==> config.mk <==
export PLATFORM = sky130hd
export DESIGN_NAME = uart_rx_fifo
export DESIGN_NICKNAME = d
export VERILOG_FILES = /design/src/rtl/uart_rx_fifo.sv
export SDC_FILE = /design/constraint.sdc
export NUM_CORES = 1
export LEC_CHECK = 0
export CAP_MARGIN = 30
export CELL_PAD_IN_SITES_DETAIL_PLACEMENT = 0
export CELL_PAD_IN_SITES_GLOBAL_PLACEMENT = 2
export CORE_MARGIN = 2
export CORE_UTILIZATION = 25
export DETAILED_ROUTE_END_ITERATION = 16
export PLACE_DENSITY_LB_ADDON = 0.1
export SYNTH_ARGS = -nofsm -noshare
export SYNTH_HDL_FRONTEND = slang
export SYNTH_SLANG_ARGS = --single-unit
export TNS_END_PERCENT = 1
==> constraint.sdc <==
create_clock -name clk_i -period 13.65 [get_ports clk_i]
set_input_delay 2.0475 -clock clk_i [delete_from_list [all_inputs] [get_ports clk_i]]
set_output_delay 2.0475 -clock clk_i [all_outputs]
set_load 0.05 [all_outputs]
==> src/rtl/uart_rx_fifo.sv <==
// uart_rx_fifo: 16x-oversampling UART receiver (5..MAX_DATA_WIDTH data bits,
// optional even/odd parity, 1 or 2 stop bits, break detection) feeding a
// show-ahead receive FIFO that stores each frame with its error flags.
module uart_rx_fifo #(
    parameter int MAX_WIDTH      = 32,
    parameter int MAX_DATA_WIDTH = 9,
    parameter int FIFO_DEPTH     = 4
) (
    input  logic                        clk_i,
    input  logic                        rst_i,
    input  logic [MAX_WIDTH-1:0]        baud_div_i,
    input  logic [3:0]                  data_bits_i,
    input  logic [1:0]                  parity_mode_i,
    input  logic                        stop_bits_i,
    input  logic                        rx_i,
    input  logic                        rx_ready_i,
    output logic [MAX_DATA_WIDTH-1:0]   rx_data_o,
    output logic                        rx_parity_error_o,
    output logic                        rx_frame_error_o,
    output logic                        rx_valid_o,
    output logic                        rx_break_o,
    output logic                        rx_overrun_o,
    output logic [$clog2(FIFO_DEPTH):0] fifo_count_o
);

    localparam int PTR_W = $clog2(FIFO_DEPTH);
    localparam int CNT_W = PTR_W + 1;
    localparam int ENT_W = MAX_DATA_WIDTH + 2;

    typedef enum logic [2:0] {IDLE, START, DATA, PARITY, STOP, BREAK_WAIT} state_t;

    state_t                    state, state_nxt;
    logic [1:0]                sync;
    logic                      rx_prev;
    logic                      rxs, fall;
    logic [MAX_WIDTH-1:0]      tick_cnt;
    logic                      tick;
    logic [3:0]                s_cnt;
    logic                      smp7, smp8, maj;
    logic                      mid, bit_end;
    logic                      start_frame, push_req, brk_det;

    logic [3:0]                nbits;
    logic [1:0]                pmode;
    logic                      two_stop;
    logic [3:0]                bit_idx;
    logic                      stop_idx;
    logic [MAX_DATA_WIDTH-1:0] data;
    logic                      all_zero;
    logic                      par_err;
    logic                      frame_err;
    logic                      par_en, exp_par, fe_now;

    logic [ENT_W-1:0]          mem [FIFO_DEPTH];
    logic [PTR_W-1:0]          wr_ptr, rd_ptr;
    logic [CNT_W-1:0]          count;
    logic                      full, pop, do_push;
    logic [ENT_W-1:0]          head;

    assign rxs     = sync[1];
    assign fall    = rx_prev & ~rxs;
    // Divisors of 0 and 1 both mean one tick per clock; >= keeps the counter
    // from running away if the divisor shrinks while idle.
    assign tick    = (baud_div_i <= MAX_WIDTH'(1)) ||
                     (tick_cnt >= baud_div_i - MAX_WIDTH'(1));
    assign maj     = (smp7 & smp8) | (smp7 & rxs) | (smp8 & rxs);
    assign mid     = tick && (s_cnt == 4'd9);
    assign bit_end = tick && (s_cnt == 4'd15);
    assign par_en  = (pmode == 2'b01) || (pmode == 2'b10);
    assign exp_par = (^data) ^ (pmode == 2'b10);
    assign fe_now  = frame_err | ~maj;

    // Two-flop synchronizer plus previous-value flop for edge detection
    always_ff @(posedge clk_i) begin
        if (rst_i) begin
            sync    <= 2'b11;
            rx_prev <= 1'b1;
        end else begin
            sync    <= {sync[0], rx_i};
            rx_prev <= sync[1];
        end
    end

    // Oversample tick divider and 16-tick bit-position counter, realigned on start edge
    always_ff @(posedge clk_i) begin
        if (rst_i) begin
            tick_cnt <= '0;
            s_cnt    <= '0;
        end else begin
            if (start_frame || tick) tick_cnt <= '0;
            else                     tick_cnt <= tick_cnt + MAX_WIDTH'(1);
            if (start_frame)
                s_cnt <= '0;
            else if (tick && state != IDLE && state != BREAK_WAIT)
                s_cnt <= s_cnt + 4'd1;
        end
    end

    // Capture the first two of the three majority-vote samples
    always_ff @(posedge clk_i) begin
        if (rst_i) begin
            smp7 <= 1'b1;
            smp8 <= 1'b1;
        end else if (tick) begin
            if (s_cnt == 4'd7) smp7 <= rxs;
            if (s_cnt == 4'd8) smp8 <= rxs;
        end
    end

    // FSM state register
    always_ff @(posedge clk_i) begin
        if (rst_i) state <= IDLE;
        else       state <= state_nxt;
    end

    // FSM next state and per-frame control strobes
    always_comb begin
        state_nxt   = state;
        start_frame = 1'b0;
        push_req    = 1'b0;
        brk_det     = 1'b0;
        case (state)
            IDLE: if (fall) begin
                state_nxt   = START;
                start_frame = 1'b1;
            end
            START: begin
                if (mid && maj)   state_nxt = IDLE;
                else if (bit_end) state_nxt = DATA;
            end
            DATA: if (bit_end && bit_idx == nbits - 4'd1)
                state_nxt = par_en ? PARITY : STOP;
            PARITY: if (bit_end) state_nxt = STOP;
            STOP: if (mid) begin
                if (!stop_idx && all_zero && !maj) begin
                    brk_det   = 1'b1;
                    state_nxt = BREAK_WAIT;
                end else if (stop_idx == two_stop) begin
                    push_req  = 1'b1;
                    state_nxt = IDLE;
                end
            end
            BREAK_WAIT: if (rxs) state_nxt = IDLE;
            default: state_nxt = IDLE;
        endcase
    end

    // Frame datapath: latch format at start, assemble data and error flags
    always_ff @(posedge clk_i) begin
        if (rst_i) begin
            nbits     <= '0;
            pmode     <= '0;
            two_stop  <= 1'b0;
            bit_idx   <= '0;
            stop_idx  <= 1'b0;
            data      <= '0;
            all_zero  <= 1'b0;
            par_err   <= 1'b0;
            frame_err <= 1'b0;
        end else if (start_frame) begin
            nbits     <= data_bits_i;
            pmode     <= parity_mode_i;
            two_stop  <= stop_bits_i;
            bit_idx   <= '0;
            stop_idx  <= 1'b0;
            data      <= '0;
            all_zero  <= 1'b1;
            par_err   <= 1'b0;
            frame_err <= 1'b0;
        end else if (mid) begin
            case (state)
                DATA: begin
                    for (int i = 0; i < MAX_DATA_WIDTH; i++)
                        if (bit_idx == 4'(i)) data[i] <= maj;
                    if (maj) all_zero <= 1'b0;
                end
                PARITY: begin
                    par_err <= maj ^ exp_par;
                    if (maj) all_zero <= 1'b0;
                end
                STOP: if (!maj) frame_err <= 1'b1;
                default: ;
            endcase
        end else if (bit_end) begin
            case (state)
                DATA:    bit_idx  <= bit_idx + 4'd1;
                STOP:    stop_idx <= 1'b1;
                default: ;
            endcase
        end
    end

    assign full    = (count == CNT_W'(FIFO_DEPTH));
    assign pop     = rx_valid_o && rx_ready_i;
    assign do_push = push_req && (!full || pop);

    // FIFO storage; stale entries are masked by the empty check on the outputs
    always_ff @(posedge clk_i) begin
        if (do_push) mem[wr_ptr] <= {fe_now, par_err, data};
    end

    // FIFO pointers, occupancy and one-cycle status pulses
    always_ff @(posedge clk_i) begin
        if (rst_i) begin
            wr_ptr       <= '0;
            rd_ptr       <= '0;
            count        <= '0;
            rx_break_o   <= 1'b0;
            rx_overrun_o <= 1'b0;
        end else begin
            rx_break_o   <= brk_det;
            rx_overrun_o <= push_req && full && !pop;
            if (do_push) wr_ptr <= wr_ptr + PTR_W'(1);
            if (pop)     rd_ptr <= rd_ptr + PTR_W'(1);
            count <= count + CNT_W'(do_push) - CNT_W'(pop);
        end
    end

    assign head              = mem[rd_ptr];
    assign rx_valid_o        = (count != '0);
    assign fifo_count_o      = count;
    assign rx_data_o         = rx_valid_o ? head[MAX_DATA_WIDTH-1:0] : '0;
    assign rx_parity_error_o = rx_valid_o & head[MAX_DATA_WIDTH];
    assign rx_frame_error_o  = rx_valid_o & head[MAX_DATA_WIDTH+1];

endmodule
==> results_dict.tcl <==
set metrics [dict create \
    slew_viol_final 0 \
    finalInstanceArea_um2 8420 \
    worstReg2RegEnd "fifo_count_o[2]" \
    antenna_found_initial 0 \
    worst_pin_slew_ns 0.911 \
    hpwl_um 13200 \
    root_buffer "clkbuf_16" \
    numCtsBuffers 17 \
    grt-ovfl-total 0 \
    die_h_um 169 \
    synth_cell_types 61 \
    cts.sinks 123 \
    wl_um 17400 \
    rows 60 \
    antenna_cells 0 \
    worstRegToRegCells 15 \
    via_per_inst 4.57 \
    clock_latency_ns 0.42 \
    finClkSkew_ns 0.0149 \
    start_util 0.254 \
    num_vias 5044 \
    synth_edf_count 44 \
    timing.critical_path.from_type "primary input" \
    r2r-start "tick_cnt[13]" \
    cp-end-kind "register" \
    cts_buffer_depth 2 \
    final_layout_size_suffix_gt1_frac 0.0983 \
    hp-start "sync[0]" \
    placed_area_um2 7850 \
    grt_max_degree 26 \
    area_growth_pct 23.9 \
    power.density_nw_per_um2 103 \
    hold_class "reg -> reg" \
    place.gp.congestion 0.756 \
    status "completed" \
    holdPathEnd "sync[1]" \
    htreeDepth 4 \
    post_cts_buffers 0 \
    cp.arrival_ns 7.60 \
    ys.flop_type "dfxtp_1" \
    synthesis.area_um2 6800 \
    r2r_slack_ns 9.93 \
    finalHoldViolations 0 \
    layout_min_cycle_time_ns 7.29 \
    p_leak_uw 0.00305 \
    setup_violations 0 \
    grt_pass1_vias 5212 \
    die_x_um 169 \
    whs_path_depth 1 \
    timing.setup.tns_ns 0 \
    max_freq_ghz 0.137 \
    yosys_warnings 0 \
    clk_pin_slew_worst_paths_ns 0.07 \
    pin_count 60 \
    postSynthCellCount 679 \
    core-area_um2 26800 \
    tritoncts "done" \
    required_ns 13.95 \
    ant_nets 0 \
    grt_setup_unrepaired "no" \
    async_flop_share 0 \
    max_slew_margin 0.387 \
    seq_area_frac_synth 0.427 \
    nets 844 \
    ctsHoldBuffers 0 \
    drv_cap 0 \
    crit_path_max_fanout 13 \
    avgSynthCellArea_um2 10.0 \
    ys_ff_latch 123 \
    grt_pass1_wl_um 28700 \
    min_period_over_period 0.534 \
    drtPass1Iterations 4 \
    drc_errors 0 \
    grt_usage 0.129 \
    port_buffers 59 \
    wl_per_cell_um 15.8 \
    cts_resized 0 \
    drtIter0Drc 247 \
    peakVddDrop_mv 0.0719 \
    die_area_um2 28500 \
    crit_type "in -> reg" \
    synthesis.nets 773 \
]
==> worst max path at each step <==
stage                              from         endpoint  slack [ns]  cells after the start
after floorplan           baud_div_i[2]  fifo_count_o[2]        6.67                     21
after global placement    baud_div_i[2]  fifo_count_o[2]        5.95                     22
after detailed placement  baud_div_i[2]  fifo_count_o[2]        5.86                     22
after CTS                 baud_div_i[2]  fifo_count_o[2]        6.30                     22
after global routing      baud_div_i[2]  fifo_count_o[2]        5.84                     23
final                     baud_div_i[2]  fifo_count_o[2]        6.36                     22
==> placed cells by master (no fill, tap or decap), types with 18 or more instances in the layout <==
master,n
dfxtp_1,79
clkdlybuf4s50_1,59
edfxtp_1,44
xnor2_1,50
nor2_1,91
inv_1,36
nor3_1,18
xor2_1,32
nand3_1,18
ha_1,50
nand2_1,48
==> through the flow <==
step	utilization	worst slack [ns]	total power, µW	hold WS (ns)	cells
3_5_place_dp	0.293	5.86	440	0.407	1072
3_3_place_gp	0.291	5.95	438	0.396	1067
4_1_cts	0.314	6.30	887	0.431	1104
2_1_floorplan	-	6.67	412	0.389	679
5_1_grt	0.314	5.84	907	0.440	1104
6_report	0.314	6.36	869	0.423	1104
==> power by group <==
part	total [µW]	internal, µW	leakage, µW	switching [µW]
clock network	439	242	0.000273	196
logic	49.8	24.2	0.00164	25.6
registers	381	379	0.00114	2.07
total	869	645	0.00305	224
==> logic make-up after synthesis <==
family | share of synthesized area
buffers and inverters | 0.0307
AND/OR/NAND/NOR | 0.185
XOR/XNOR | 0.106
multiplexers | 0.0558
flip-flops | 0.427
adder cells (fa/ha/maj) | 0.0964
AO/OA/AOI/OAI | 0.0994
==> synth_stat cells, types with 4 or more instances <==
library cell	n	area (µm²)
a21o_1	5	37.5
a21oi_1	17	85.1
and2_1	13	81.3
and3_1	6	37.5
clkbuf_1	14	52.6
dfxtp_1	79	1580
edfxtp_1	44	1320
ha_1	50	626
inv_1	36	135
mux2i_1	12	120
mux4_2	11	248
nand2_1	48	180
nand2b_1	4	25.0
nand3_1	18	90.1
nand4_1	12	75.1
nor2_1	91	342
nor3_1	18	90.1
nor4_1	6	37.5
o211ai_1	15	113
o21ai_0	13	65.1
o31ai_1	11	82.6
or2_2	5	31.3
or3_1	9	56.3
or4_1	5	37.5
xnor2_1	50	438
xor2_1	32	280
==> worst max-delay path, cell delays in order <==
cell	delay [ns]
clkdlybuf4s50_1	0.49
or4_4	0.61
nor4_2	0.23
nand2_1	0.11
or3_1	0.35
or3_1	0.37
xor2_1	0.17
ha_1	0.31
nand4_1	0.09
nor3_1	0.22
or4b_2	0.63
a31oi_2	0.21
buf_4	0.25
o211ai_2	0.23
ha_1	0.34
inv_1	0.05
ha_1	0.12
inv_1	0.05
fa_1	0.36
xor2_1	0.17
xnor2_1	0.14
nor2_1	0.05
==> layer usage <==
layer  global-route usage  vias to the layer above  part of all wire
li1                     -                     2575                 -
met1                0.181                     2399              0.52
met2                0.201                       57              0.45
met3               0.0264                       13             0.026
met4               0.0382                        0             0.010
met5                    0                        -                 0
==> state kept, by name, indices dropped and copies added (netlist names), 3 cells and up, named ones only <==
register,flops
mem,44
tick_cnt,32
data,9
bit_idx,4
nbits,4
s_cnt,4
fifo_count_o,3
state,3
==> final cells by class <==
class / count / area (µm²)
Clock buffer: 17 / 425
Timing Repair Buffer: 70 / 701
Multi-Input combinational cell: 502 / 3690
Sequential cell: 123 / 2900
Clock inverter: 15 / 145
Tap cell: 341 / 427
Fill cell: 2777 / 18400
Inverter: 36 / 135
Power figures use the tool's default switching activity.
